==> config.mk <==
export PLATFORM = sky130hd
export DESIGN_NAME = seq_mul_unit
export DESIGN_NICKNAME = d
export VERILOG_FILES = /design/src/rtl/seq_mul_unit.sv
export SDC_FILE = /design/constraint.sdc
export NUM_CORES = 1
export LEC_CHECK = 0
export ABC_AREA = 1
export BUFFER_PORTS_ARGS = -buffer_cell sky130_fd_sc_hd__buf_4
export CAP_MARGIN = 20
export CORE_UTILIZATION = 35
export CTS_CLUSTER_DIAMETER = 80
export DETAILED_ROUTE_END_ITERATION = 10
export PLACE_DENSITY_LB_ADDON = 0.1
export SLEW_MARGIN = 40
export SYNTH_ARGS = -nofsm -noshare
export SYNTH_HDL_FRONTEND = slang
export SYNTH_SLANG_ARGS = --single-unit
==> constraint.sdc <==
create_clock -name clk -period 2.8 [get_ports clk]
set_input_delay 0.14 -clock clk [delete_from_list [all_inputs] [get_ports clk]]
set_output_delay 0.14 -clock clk [all_outputs]
set_load 0.005 [all_outputs]
==> src/rtl/seq_mul_unit.sv <==
// ---------------------------------------------------------------------------
// seq_mul_unit
//
// Iterative shift-add multiplier for the MULT / MULTU path. One operand bit
// is consumed per clock, so a multiply takes exactly WIDTH cycles after the
// start edge. Signed operation works on magnitudes and re-applies the sign
// to the final 2*WIDTH-bit sum.
//
// Parameters
//   WIDTH   operand width in bits (legal 4..64); product is 2*WIDTH bits
//   CNT_W   iteration counter width, derived from WIDTH
//
// Ports
//   clk        rising-edge clock
//   reset      synchronous, active-high; overrides every other input
//   start      request a multiply (sampled on the rising edge)
//   is_signed  1 = two's-complement operands, 0 = unsigned; sampled with start
//   dataA      multiplicand, sampled with start
//   dataB      multiplier, sampled with start
//   busy       high while an operation is in progress
//   done       one-cycle pulse: MulAns has just been updated
//   MulAns     registered product, held until the next completion
//   hi         upper half of MulAns
//   lo         lower half of MulAns
//
// Handshake: a request is accepted at a rising edge where start=1 and the
// unit is idle (busy=0). Operands may change freely after that edge. While
// busy=1, start is ignored and nothing is re-sampled. The result is valid in
// the cycle where done=1; that cycle is idle, so a start asserted during it
// is accepted immediately (back-to-back, no dead cycle). done and busy are
// never high together.
// ---------------------------------------------------------------------------
module seq_mul_unit #(
  parameter int  WIDTH = 32,
  localparam int CNT_W = $clog2(WIDTH) + 1
) (
  input  logic                 clk,
  input  logic                 reset,
  input  logic                 start,
  input  logic                 is_signed,
  input  logic [WIDTH-1:0]     dataA,
  input  logic [WIDTH-1:0]     dataB,
  output logic                 busy,
  output logic                 done,
  output logic [2*WIDTH-1:0]   MulAns,
  output logic [WIDTH-1:0]     hi,
  output logic [WIDTH-1:0]     lo
);

  localparam int PW = 2 * WIDTH;

  // Counter value seen on the final RUN edge; on that edge the count
  // reaches WIDTH and the result is committed.
  localparam logic [CNT_W-1:0] SC_LAST = CNT_W'(WIDTH - 1);
  localparam logic [CNT_W-1:0] SC_ONE  = CNT_W'(1);

  typedef enum logic {
    IDLE = 1'b0,
    RUN  = 1'b1
  } state_t;

  // -------------------------------------------------------------------------
  // State
  // -------------------------------------------------------------------------
  state_t           state,     state_nxt;
  logic [PW-1:0]    br,        br_nxt;      // shifted multiplicand
  logic [WIDTH-1:0] qr,        qr_nxt;      // remaining multiplier bits
  logic [PW-1:0]    acc,       acc_nxt;     // running magnitude sum
  logic [CNT_W-1:0] sc,        sc_nxt;      // iterations completed
  logic             neg,       neg_nxt;     // result sign for signed mode
  logic [PW-1:0]    mul_ans_q, mul_ans_nxt;
  logic             done_q,    done_nxt;

  // -------------------------------------------------------------------------
  // Operand conditioning at the start edge
  // -------------------------------------------------------------------------
  // The magnitude of the most-negative value, 2^(WIDTH-1), still fits in
  // WIDTH bits when read as unsigned, so a plain negate is enough.
  logic [WIDTH-1:0] mag_a;
  logic [WIDTH-1:0] mag_b;
  logic             neg_in;

  always_comb begin
    mag_a  = dataA;
    mag_b  = dataB;
    neg_in = 1'b0;
    if (is_signed) begin
      if (dataA[WIDTH-1]) mag_a = -dataA;
      if (dataB[WIDTH-1]) mag_b = -dataB;
      neg_in = dataA[WIDTH-1] ^ dataB[WIDTH-1];
    end
  end

  // -------------------------------------------------------------------------
  // Datapath step: conditional add of the shifted multiplicand
  // -------------------------------------------------------------------------
  // acc + br never overflows 2*WIDTH bits: both operands are at most
  // WIDTH-bit magnitudes, so the full product fits.
  logic [PW-1:0] acc_sum;
  logic [PW-1:0] acc_signed;

  always_comb begin
    acc_sum    = qr[0] ? (acc + br) : acc;
    acc_signed = neg ? -acc_sum : acc_sum;
  end

  // -------------------------------------------------------------------------
  // Next-state / next-data logic
  // -------------------------------------------------------------------------
  always_comb begin
    state_nxt   = state;
    br_nxt      = br;
    qr_nxt      = qr;
    acc_nxt     = acc;
    sc_nxt      = sc;
    neg_nxt     = neg;
    mul_ans_nxt = mul_ans_q;
    done_nxt    = 1'b0;

    case (state)
      IDLE: begin
        if (start) begin
          state_nxt = RUN;
          br_nxt    = {{WIDTH{1'b0}}, mag_a};
          qr_nxt    = mag_b;
          acc_nxt   = '0;
          sc_nxt    = '0;
          neg_nxt   = neg_in;
        end
      end

      RUN: begin
        // No early exit on zero operands: latency is always WIDTH edges.
        acc_nxt = acc_sum;
        br_nxt  = br << 1;
        qr_nxt  = qr >> 1;
        sc_nxt  = sc + SC_ONE;
        if (sc == SC_LAST) begin
          state_nxt   = IDLE;
          mul_ans_nxt = acc_signed;
          done_nxt    = 1'b1;
        end
      end

      default: begin
        state_nxt = IDLE;
      end
    endcase
  end

  // -------------------------------------------------------------------------
  // Registers
  // -------------------------------------------------------------------------
  always_ff @(posedge clk) begin
    if (reset) begin
      state     <= IDLE;
      br        <= '0;
      qr        <= '0;
      acc       <= '0;
      sc        <= '0;
      neg       <= 1'b0;
      mul_ans_q <= '0;
      done_q    <= 1'b0;
    end else begin
      state     <= state_nxt;
      br        <= br_nxt;
      qr        <= qr_nxt;
      acc       <= acc_nxt;
      sc        <= sc_nxt;
      neg       <= neg_nxt;
      mul_ans_q <= mul_ans_nxt;
      done_q    <= done_nxt;
    end
  end

  // -------------------------------------------------------------------------
  // Outputs
  // -------------------------------------------------------------------------
  assign busy   = (state == RUN);
  assign done   = done_q;
  assign MulAns = mul_ans_q;
  assign hi     = mul_ans_q[PW-1:WIDTH];
  assign lo     = mul_ans_q[WIDTH-1:0];

endmodule

==> results.sh, run 1 <==
export IMPL_start_util_pct=35.45
export IMPL_fp_dieArea_um2=56760
export IMPL_placeable_core_area_um2=55090
export IMPL_synth_area_leaders="sky130_fd_sc_hd__nand2_1 26%, sky130_fd_sc_hd__dfxtp_1 24%, sky130_fd_sc_hd__inv_1 8.2%"
export IMPL_post_synth_top_count_cell="sky130_fd_sc_hd__nand2_1"
export IMPL_drcViolationCount=0
export IMPL_final_layout_size_suffix_gt1_share_pct=37.19
export IMPL_fillCellCount=5582
export IMPL_total_negative_setup_slacks_ns=-5.823
export IMPL_report_final_slew_viol_count=0
export IMPL_placed_area_um2=24670
export IMPL_reg2reg_to="MulAns[59]$_SDFFE_PP0P_"
export IMPL_grt_remaining_overflow=0
export IMPL_clkLatencyLatePin_ns=0.55
export IMPL_postSynthRegisterBits=233
export IMPL_synth_commonest_cells="1,361 x sky130_fd_sc_hd__nand2_1, 427 x sky130_fd_sc_hd__inv_1, 267 x sky130_fd_sc_hd__nand3_1"
export IMPL_worst_setup_path_startpoint="acc[0]$_SDFFE_PP0P_"
export IMPL_r2r_setup_slack_ns=-0.22
export IMPL_grt_setup_unrepaired="yes"
export IMPL_powerDensity_nw_per_um2=356.7
export IMPL_worst_setup_path_type="flop to flop"
export IMPL_highest_clock_rate_ghz=0.3308
export IMPL_wirelength_mm=77.82
export IMPL_io_pin_count=198
export IMPL_design_final_nets=4223
export IMPL_final_period_minus_worst_setup_slack_ns=3.023
export IMPL_leakagePower_nw=14.49
export IMPL_final_hold_violation_count=0
export IMPL_critPathMaxFanout=4
export IMPL_multi_input_comb_area_um2=15100
export IMPL_worst_clock_skew_ns=0.01526
export IMPL_synth_seq_area_share_pct=23.88
export IMPL_clkSinkCount=233
export IMPL_preCtsSetupSlack_ns=-0.5017
export IMPL_die_h_um=238.2
export IMPL_ys_flop_type="sky130_fd_sc_hd__dfxtp_1"
export IMPL_yosysTopAreaCell="sky130_fd_sc_hd__nand2_1"
export IMPL_groute_layer_met3_usage_pct=3.841
export IMPL_timing_worst_slew_pin_value_ns=0.9604
export IMPL_finalWorstSetupSlack_ns=-0.2232
export IMPL_clockBufferDepth=3
export IMPL_netlist_area_um2=19530
export IMPL_yosysTopAreaCellShare_pct=26.15
export IMPL_route_detailed_wl_per_inst_um=16.01
export IMPL_drt_antenna_violating_nets=0
export IMPL_fin_util_pct=54.25
export IMPL_cts_tree="yes"
export IMPL_post_drt_via_cell_ratio=4.794
export IMPL_grtUsageMet1_pct=38.64
export IMPL_final_design_area_no_fill_um2=29890
export IMPL_portBuffers=197
export IMPL_finalWeightedCongestion=0.9523
export IMPL_vias=23300
export IMPL_cts_root_buffer_cell="sky130_fd_sc_hd__clkbuf_16"
export IMPL_cts_buffer_count=34
export IMPL_die_width_um=238.2
export IMPL_timing_critical_path_from_type="flop"
export IMPL_syn2layout_area_growth_pct=53.03
export IMPL_synth_edff_count=0
export IMPL_antenna_found_initial=2
export IMPL_syn_num_nets=3586
export IMPL_maxCapViolations=0
export IMPL_place_hpwl_mm=59.02
export IMPL_endpoint_kind="flop"
export IMPL_cts_htree_levels=2
export IMPL_top_usage_layer="met2"
export IMPL_first_global_vias=21360
export IMPL_worst_hold_path_endpoint="br[5]$_SDFFE_PP0P_"
export IMPL_asyncSetResetFlopFracSynth_pct=0
export IMPL_final_setup_viols=39
export IMPL_drt_pass1_iter_count=5
export IMPL_min_path_type="input pin to flop"
export IMPL_grt_start_max_net_pins=161
export IMPL_slew_headroom_pct=35.97
export IMPL_synthesized_instance_count=3450
export IMPL_cell_count_of_the_worst_hold_path=4
export IMPL_grt_pass1_wl_mm=118.0
export IMPL_power_ir_vdd_worst_mv=0.3508
export IMPL_drtIter0Drc=1495
export IMPL_outcome="complete, but fails checks"
export IMPL_grt_util_all_layers_pct=26.57
export IMPL_hp_start="dataA[5]"
export IMPL_worst_setup_hold_path_clk_slew_ns=0.05
export IMPL_violated_checks="negative setup slack"
export IMPL_fp_row_count=86
export IMPL_worst_reg_to_reg_path_cell_count=23
export IMPL_synth_warnings=0
export IMPL_worstPathArrival_ns=3.51
export IMPL_crit_reg2reg_launch="acc[0]$_SDFFE_PP0P_"
export IMPL_crit_required_ns=3.28
export IMPL_register_area_um2=4808
export IMPL_synth_cell_type_count=46
export IMPL_period_share_pct=108.0
export IMPL_synth_area_per_cell_um2=5.662
export IMPL_met2_usage_pct=40.55
sequential cells by signal (all words and copies together) (netlist names):
| register | count |
|---|---|
| qr | 32 |
| br | 64 |
| done | 1 |
| sc | 6 |
| busy | 1 |
| neg | 1 |
| acc | 64 |
| MulAns | 64 |
critical path, stage by stage, from the launching register on:
cell	delay, ns
sky130_fd_sc_hd__dfxtp_2	0.33
sky130_fd_sc_hd__ha_4	0.16
sky130_fd_sc_hd__buf_4	0.12
sky130_fd_sc_hd__buf_4	0.14
sky130_fd_sc_hd__nand2_1	0.06
sky130_fd_sc_hd__nand2_2	0.08
sky130_fd_sc_hd__nand3_2	0.11
sky130_fd_sc_hd__nand2_4	0.07
sky130_fd_sc_hd__nand2_1	0.11
sky130_fd_sc_hd__buf_4	0.11
sky130_fd_sc_hd__nand3b_1	0.15
sky130_fd_sc_hd__nand2_1	0.13
sky130_fd_sc_hd__nand2_1	0.11
sky130_fd_sc_hd__nand2_1	0.12
sky130_fd_sc_hd__nand2_1	0.07
sky130_fd_sc_hd__nor2_1	0.14
sky130_fd_sc_hd__nand3_2	0.12
sky130_fd_sc_hd__nor2_2	0.16
sky130_fd_sc_hd__nand3_2	0.13
sky130_fd_sc_hd__o21ai_4	0.24
sky130_fd_sc_hd__nand2_1	0.07
sky130_fd_sc_hd__nand2_1	0.06
sky130_fd_sc_hd__nand3_1	0.07
sky130_fd_sc_hd__nand2_1	0.07
cells by family after synthesis:
logic type	Yosys count	synth area share [%]
adders and majority gates	68	4.394
DFF	233	23.88
buffers and inverters	620	13.26
xor gates and xnor gates	42	1.883
AOI/OAI and AO/OA	400	11.09
and+or+nand+nor	2087	45.49
where the power goes:
group | internal, mW | switching, mW
clock network | 3.15 | 1.80
registers | 3.39 | 0.0866
logic | 0.976 | 1.26
total | 7.51 | 3.15
cell usage in the layout (no fill, tap or decap), drive strengths merged, types with 3 or more instances in the layout:
cell and n:
a22oi 3, bufinv 8, and2 5, a21oi 189, buf 717, inv 449, a21o 10, or2 47
clkinv 10, dfxtp 233, o21ai 126, and3 5, nor3 22, dlygate4sd3 54, nor2 277, nand3 284
ha 67, nand2 1395, clkbuf 42, a31oi 64, xor2 36, xnor2 6, nand3b 16, nand4 26
nor4 9
routing by layer:
layer  up-vias  share of wire [%]  wire length [µm]
met5         -                  0                 0
met2       613                 43             33340
met3        93                6.3              4903
met4         0                2.4              1890
met1     10520                 48             37690
li1      12070                  -                 -
final cells by class:
type	instances	area share (%)
antenna	1	0.008372
clock buffer	42	3.152
clock inverter	18	1.059
inverter	450	5.676
multi-input combinational	2597	50.51
sequential	233	16.09
tap	748	3.131
timing repair buffer	771	20.37
how the worst max path moves through the flow:
stage	slack [ns]	cells past startpoint	end
6_report	-0.22	23	MulAns[59]$_SDFFE_PP0P_
5_1_grt	-0.37	22	MulAns[62]$_SDFFE_PP0P_
4_1_cts	-0.24	22	MulAns[52]$_SDFFE_PP0P_
3_5_place_dp	-0.50	25	MulAns[45]$_SDFFE_PP0P_
3_3_place_gp	-0.50	25	MulAns[45]$_SDFFE_PP0P_
2_1_floorplan	0.001	21	MulAns[62]$_SDFFE_PP0P_
through the flow:
step                      cells  hold WS (ns)  power [mW]
after CTS                  4826     0.0002119       10.49
final                      4860       0.01600       10.66
after detailed placement   4687        0.4227       5.239
after global routing       4860       0.03744       11.08
after global placement     4687        0.4204       5.238
after floorplan            3450        0.2846       4.477
repair_timing:
| action | CTS | global route |
|---|---|---|
| hold buffers | 54 | 0 |
| setup buffers | 25 | 38 |
| resized for setup | 251 | 522 |
| cloned | 0 | 0 |
| pin swaps | 57 | 144 |
| endpoints found under the setup margin | 50 | 61 |
| hold endpoints to repair | 51 | 0 |
Note: power is estimated with default switching activity, not from simulation.
==> run 2, diff against run 1 <==
==> constraint.sdc (replaced) <==
create_clock -name clk -period 2.8 [get_ports clk]
set_input_delay 0.7 -clock clk [delete_from_list [all_inputs] [get_ports clk]]
set_output_delay 0.7 -clock clk [all_outputs]
set_load 0.005 [all_outputs]
==> results.sh, run 2 (synthesis gave the netlist of run 1 again) <==
export IMPL_grt_remaining_overflow=0
export IMPL_m1WireLength_mm=37.93
export IMPL_io_pin_count=198
export IMPL_min_path_type="input pin to flop"
export IMPL_clockBufferDepth=3
export IMPL_highest_clock_rate_ghz=0.3297
export IMPL_final_layout_size_suffix_gt1_share_pct=36.17
export IMPL_max_stage_delay_ns=0.52
export IMPL_power_ir_vdd_worst_mv=0.2917
export IMPL_slew_headroom_pct=37.25
export IMPL_drcViolationCount=0
export IMPL_cts_root_buffer_cell="sky130_fd_sc_hd__clkbuf_16"
export IMPL_numPlacedInstances=4705
export IMPL_met3WireLength_mm=4.626
export IMPL_period_share_pct=108.3
export IMPL_place_hpwl_mm=59.57
export IMPL_post_drt_via_cell_ratio=4.818
export IMPL_route_detailed_wl_per_inst_um=16.08
export IMPL_worst_clock_skew_ns=0.01473
export IMPL_stdcell_count=4804
export IMPL_largest_delay_share_family_worst_path="simple AND/OR/NAND/NOR gates"
export IMPL_preCtsSetupSlack_ns=-0.6246
export IMPL_cts_buffer_count=34
export IMPL_total_power_mw=9.974
export IMPL_critical_path_buf_inv_count=4
export IMPL_critPathMaxFanout=3
export IMPL_die_h_um=238.2
export IMPL_fillCellCount=5745
export IMPL_finalWorstSetupSlack_ns=-0.2329
export IMPL_drt_pass1_iter_count=7
export IMPL_final_setup_viols=38
export IMPL_cts_tree="yes"
export IMPL_final_period_minus_worst_setup_slack_ns=3.033
export IMPL_top_layer="met4"
export IMPL_fp_row_count=86
export IMPL_grt_start_max_net_pins=164
export IMPL_timing_worst_slew_pin_value_ns=0.9413
export IMPL_cts_htree_levels=2
export IMPL_maxCapViolations=0
export IMPL_final_hold_violation_count=0
export IMPL_first_global_vias=21060
export IMPL_endpoint_kind="flop"
export IMPL_wirelength_mm=77.23
export IMPL_finalWeightedCongestion=0.9509
export IMPL_design_final_nets=4168
export IMPL_worst_setup_path_type="flop to flop"
export IMPL_fp_dieArea_um2=56760
export IMPL_drtIter0Drc=1600
export IMPL_hold_ws_ns=0.4652
export IMPL_diodes=0
export IMPL_outcome="complete, but fails checks"
export IMPL_violated_checks="negative setup slack"
export IMPL_worstPathArrival_ns=3.52
export IMPL_critical_path_cell_chain="ha_4 -> inv_2 -> fa_2 -> nand2_2 -> o21ai_4 -> ha_2 -> inv_2 -> nor2_4 -> nand3_4 -> inv_2 -> nand3_2 -> nor2_2 -> nand3_2 -> nor2_4 -> nand3b_1 -> nor2_4 -> nand2_2 -> buf_4 -> nand3_1 -> nand3_1 -> nand2_1"
export IMPL_grt_util_all_layers_pct=26.61
export IMPL_placeable_core_area_um2=55090
export IMPL_worst_setup_hold_path_clk_slew_ns=0.06
export IMPL_layout_cells_most_common="sky130_fd_sc_hd__nand2_1"
export IMPL_portBuffers=197
export IMPL_met2WireLength_mm=32.95
export IMPL_crit_required_ns=3.29
export IMPL_die_width_um=238.2
export IMPL_antenna_found_initial=0
export IMPL_timing_critical_path_slowest_stage_cell="sky130_fd_sc_hd__fa_2"
export IMPL_syn2layout_area_growth_pct=46.81
export IMPL_grt_setup_unrepaired="yes"
export IMPL_report_final_slew_viol_count=0
export IMPL_start_util_pct=35.45
export IMPL_vias=23150
export IMPL_grt_pass1_wl_mm=118.4
export IMPL_clkSinkCount=233
export IMPL_clkLatencyLatePin_ns=0.55
export IMPL_leakagePower_nw=14.08
export IMPL_commonest_non_fill_non_tap_cells_in_the_layout="1,168 x sky130_fd_sc_hd__nand2_1, 704 x sky130_fd_sc_hd__buf_4, 408 x sky130_fd_sc_hd__inv_1, 206 x sky130_fd_sc_hd__nand3_1, 187 x sky130_fd_sc_hd__nand2_2"
export IMPL_drt_antenna_violating_nets=0
export IMPL_timing_critical_path_from_type="flop"
export IMPL_powerDensity_nw_per_um2=347.8
-- run 2: changes by cell type in the layout (fill, tap and decap cells not counted), sizes merged --
cell         previous run  this run
buf                   717       716
bufinv                  8         3
clkbuf                 42        45
clkinvlp                1         3
diode                   1         0
dlygate4sd3            54         0
-- run 2: layout make-up --
cell class	count	area (µm²)	area share, %
clock buffers	45	943.4	3.290
well taps	748	935.9	3.264
multi-input cells	2597	14660	51.12
inverters	450	1694	5.908
clock inverters	15	175.2	0.6109
repair buffers	716	5490	19.15
flip-flops and latches	233	4777	16.66
-- run 2: path summary, 6_finish.rpt --
path | from | end | depth (start not counted) | slack (ns)
max | br[0]$_SDFFE_PP0P_ | MulAns[40]$_SDFFE_PP0P_ | 21 | -0.23
min | dataA[30] | br[30]$_SDFFE_PP0P_ | 3 | 0.47
max reg2reg | br[0]$_SDFFE_PP0P_ | MulAns[40]$_SDFFE_PP0P_ | 21 | -0.23
min reg2reg | MulAns[51]$_SDFFE_PP0P_ | MulAns[51]$_SDFFE_PP0P_ | 2 | 0.47
-- run 2: where the power goes --
group	internal, mW	total (mW)	leakage [nW]	switching (mW)
Combinational	0.884	2.09	11.6	1.20
Sequential	3.40	3.49	1.92	0.0901
Clock	2.67	4.40	0.543	1.73
-- run 2: layer usage --
layer | global-route usage (%) | vias up
met1 | 39.60 | 10470
met3 | 3.008 | 93
met2 | 40.85 | 624
met4 | 5.478 | 0
met5 | 0 | -
li1 | - | 11960
-- run 2: metrics by stage --
step                      TNS (ns)  cell area, µm²  util, %
after floorplan                  0           19540        -
after global placement      -20.22           24780    44.97
after detailed placement    -18.88           24780    44.98
after CTS                   -7.836           27060    49.12
after global routing        -13.08           28680    52.05
final                       -5.489           28680    52.05
-- run 2: timing repair --
action,4_1_cts,5_1_grt
cloned,0,0
endpoints found under the setup margin,52,57
hold buffers,0,0
pin swaps,66,141
setup buffers,16,23
resized for setup,241,422
-- run 2: tightest hold or removal path: stages --
cell	delay (ns)
sky130_fd_sc_hd__buf_4	0.09
sky130_fd_sc_hd__a21o_1	0.11
sky130_fd_sc_hd__a31oi_1	0.07
==> run 3, diff against run 2 <==
CORE_UTILIZATION = 55   (was 35)
==> results.sh, run 3 (synthesis gave the netlist of run 1 again) <==
export IMPL_clkLatencyLatePin_ns=0.58
export IMPL_worstPathArrival_ns=3.97
export IMPL_total_power_mw=9.364
export IMPL_grt_setup_unrepaired="yes"
export IMPL_clockBufferDepth=3
export IMPL_outcome="complete, but fails checks"
export IMPL_die_h_um=190.5
export IMPL_finalWorstSetupSlack_ns=-0.7171
export IMPL_comb_power_share_pct=24.1
export IMPL_commonest_non_fill_non_tap_cells_in_the_layout="1,187 x sky130_fd_sc_hd__nand2_1, 666 x sky130_fd_sc_hd__buf_4, 409 x sky130_fd_sc_hd__inv_1, 215 x sky130_fd_sc_hd__nand3_1, 172 x sky130_fd_sc_hd__dfxtp_1"
export IMPL_worst_setup_path_type="flop to flop"
export IMPL_critical_path_endpoint="MulAns[43]$_SDFFE_PP0P_"
export IMPL_portBuffers=197
export IMPL_critical_path_top_cell_by_count="sky130_fd_sc_hd__nand2_1"
export IMPL_cts_hold_buffers=0
export IMPL_drcViolationCount=0
export IMPL_critPathMaxFanout=5
export IMPL_route_detailed_wl_per_inst_um=18.88
export IMPL_syn2layout_area_growth_pct=41.84
export IMPL_highest_clock_rate_ghz=0.2843
export IMPL_preCtsSetupSlack_ns=-0.5681
export IMPL_drt_antenna_violating_nets=0
export IMPL_first_global_vias=22760
export IMPL_grt_pass1_wl_mm=117.4
export IMPL_placed_area_um2=24130
export IMPL_crit_required_ns=3.26
export IMPL_fp_dieArea_um2=36270
export IMPL_power_share_clock_pct=38.5
export IMPL_largest_delay_share_family_worst_path="simple AND/OR/NAND/NOR gates"
export IMPL_slew_headroom_pct=37.29
export IMPL_final_hold_violation_count=0
export IMPL_diodes=0
export IMPL_wirelength_mm=84.40
export IMPL_worst_reg_to_reg_path_cell_count=22
export IMPL_drt_pass1_iter_count=8
export IMPL_cts_buffer_count=27
export IMPL_maxCapViolations=0
export IMPL_cts_htree_levels=1
export IMPL_clkSinkCount=233
export IMPL_pwr_share_seq_pct=37.3
export IMPL_fp_row_count=68
export IMPL_r2r_setup_slack_ns=-0.72
export IMPL_final_period_minus_worst_setup_slack_ns=3.517
export IMPL_critical_path_buf_inv_count=3
export IMPL_period_share_pct=125.6
export IMPL_critical_path_cell_chain="ha_4 -> nand2_2 -> inv_1 -> nand2_2 -> nand2_1 -> nand2_2 -> nand3_4 -> nand2_2 -> nand3_2 -> buf_4 -> nand2_1 -> nand3_1 -> nand2_1 -> nand2_1 -> inv_1 -> nand2_1 -> nor2_1 -> nand3_2 -> o21ai_4 -> nand2_1 -> nand3_1 -> nand2_1"
export IMPL_reg2reg_to="MulAns[43]$_SDFFE_PP0P_"
export IMPL_grt_util_all_layers_pct=40.77
export IMPL_power_report_internal_total_mw=6.285
export IMPL_endpoint_kind="flop"
export IMPL_cts_tree="yes"
export IMPL_powerDensity_nw_per_um2=338.0
export IMPL_grt_start_max_net_pins=158
export IMPL_grt_remaining_overflow=0
export IMPL_power_share_switching_pct=32.88
export IMPL_antenna_found_initial=0
export IMPL_hold_ws_ns=0.4345
export IMPL_worstSetupPathDepth=22
export IMPL_crit_reg2reg_launch="br[5]$_SDFFE_PP0P_"
export IMPL_power_ir_vdd_worst_mv=0.5129
export IMPL_design_final_nets=4131
export IMPL_vias=26040
export IMPL_timing_critical_path_slowest_stage_cell="sky130_fd_sc_hd__dfxtp_2"
export IMPL_cts_root_buffer_cell="sky130_fd_sc_hd__clkbuf_16"
export IMPL_timing_worst_slew_pin_value_ns=0.9406
export IMPL_placeable_core_area_um2=34710
export IMPL_die_width_um=190.5
export IMPL_layout_cells_most_common="sky130_fd_sc_hd__nand2_1"
export IMPL_place_hpwl_mm=55.90
export IMPL_max_stage_delay_ns=0.35
export IMPL_worst_setup_path_startpoint="br[5]$_SDFFE_PP0P_"
export IMPL_final_design_area_no_fill_um2=27710
export IMPL_timing_critical_path_from_type="flop"
export IMPL_post_drt_via_cell_ratio=5.826
export IMPL_violated_checks="negative setup slack"
export IMPL_min_path_type="input pin to flop"
export IMPL_fin_util_pct=79.81
export IMPL_worst_clock_skew_ns=0.02153
export IMPL_power_net_switching_mw=3.079
export IMPL_final_setup_viols=58
export IMPL_worst_setup_hold_path_clk_slew_ns=0.07
export IMPL_final_layout_size_suffix_gt1_share_pct=34.35
export IMPL_drtIter0Drc=3245
export IMPL_finalWeightedCongestion=1.015
export IMPL_leakagePower_nw=13.75
export IMPL_report_final_slew_viol_count=0
export IMPL_start_util_pct=56.27
export IMPL_io_pin_count=198
[run 3: changes by cell type in the layout (fill, tap and decap cells not counted), sizes merged]
cell / previous run / this run
bufinv: 3 / 0
clkinv: 10 / 15
inv: 449 / 445
clkbuf: 45 / 36
buf: 716 / 686
[run 3: worst min path at each step]
stage                            startpoint                       to  slack [ns]  cells after the start
global placement        qr[31]$_SDFFE_PP0P_      qr[31]$_SDFFE_PP0P_        0.45                      2
finish                                reset     acc[24]$_SDFFE_PP0P_        0.43                      2
detailed placement  MulAns[14]$_SDFFE_PP0P_  MulAns[14]$_SDFFE_PP0P_        0.46                      2
CTS                                   reset     acc[24]$_SDFFE_PP0P_        0.40                      2
floorplan               qr[31]$_SDFFE_PP0P_      qr[31]$_SDFFE_PP0P_        0.45                      2
global route                          reset     acc[23]$_SDFFE_PP0P_        0.44                      2
[run 3: worst register-to-register path: stages, from the launching register on]
cell and delay, ns:
sky130_fd_sc_hd__dfxtp_2 0.35, sky130_fd_sc_hd__ha_4 0.27, sky130_fd_sc_hd__nand2_2 0.10, sky130_fd_sc_hd__inv_1 0.10
sky130_fd_sc_hd__nand2_2 0.16, sky130_fd_sc_hd__nand2_1 0.13, sky130_fd_sc_hd__nand2_2 0.11, sky130_fd_sc_hd__nand3_4 0.10
sky130_fd_sc_hd__nand2_2 0.09, sky130_fd_sc_hd__nand3_2 0.10, sky130_fd_sc_hd__buf_4 0.16, sky130_fd_sc_hd__nand2_1 0.07
sky130_fd_sc_hd__nand3_1 0.11, sky130_fd_sc_hd__nand2_1 0.14, sky130_fd_sc_hd__nand2_1 0.26, sky130_fd_sc_hd__inv_1 0.22
sky130_fd_sc_hd__nand2_1 0.09, sky130_fd_sc_hd__nor2_1 0.13, sky130_fd_sc_hd__nand3_2 0.18, sky130_fd_sc_hd__o21ai_4 0.26
sky130_fd_sc_hd__nand2_1 0.10, sky130_fd_sc_hd__nand3_1 0.12, sky130_fd_sc_hd__nand2_1 0.08
[run 3: power groups by stage]
| stage | clock (mW) | sequential, mW | combinational, mW |
|---|---|---|---|
| floorplan | 0 | 3.51 | 0.971 |
| global placement | 0 | 3.54 | 1.61 |
| detailed placement | 0 | 3.54 | 1.65 |
| CTS | 3.56 | 3.49 | 1.83 |
| global route | 3.71 | 3.50 | 2.36 |
| finish | 3.61 | 3.50 | 2.26 |
[run 3: routing by layer]
| metal | vias to the layer above | track usage, % | wire [µm] |
|---|---|---|---|
| met5 | - | 0 | 0 |
| met4 | 0 | 12.77 | 4895 |
| met3 | 497 | 8.852 | 11130 |
| met2 | 1903 | 64.60 | 35870 |
| met1 | 11760 | 54.89 | 32510 |
| li1 | 11880 | - | - |
[run 3: cell type report]
| class | count | area, µm² |
|---|---|---|
| Clock buffer | 36 | 790.8 |
| Clock inverter | 13 | 83.83 |
| Fill cell | 2460 | 7008 |
| Inverter | 450 | 1699 |
| Multi-Input combinational cell | 2597 | 14490 |
| Sequential cell | 233 | 4776 |
| Tap cell | 455 | 569.3 |
| Timing Repair Buffer | 686 | 5295 |
[run 3: repair_timing]
action	in CTS	in global routing
hold endpoints to repair	0	0
pin swaps	62	57
setup endpoints to repair	56	65
setup buffers	15	30
resized for setup	268	360
[run 3: per-stage QoR]
stage               instances  setup TNS [ns]
floorplan                3450               0
global placement         4377          -13.88
detailed placement       4377          -18.59
CTS                      4441          -5.871
global route             4470          -27.63
finish                   4470          -24.50
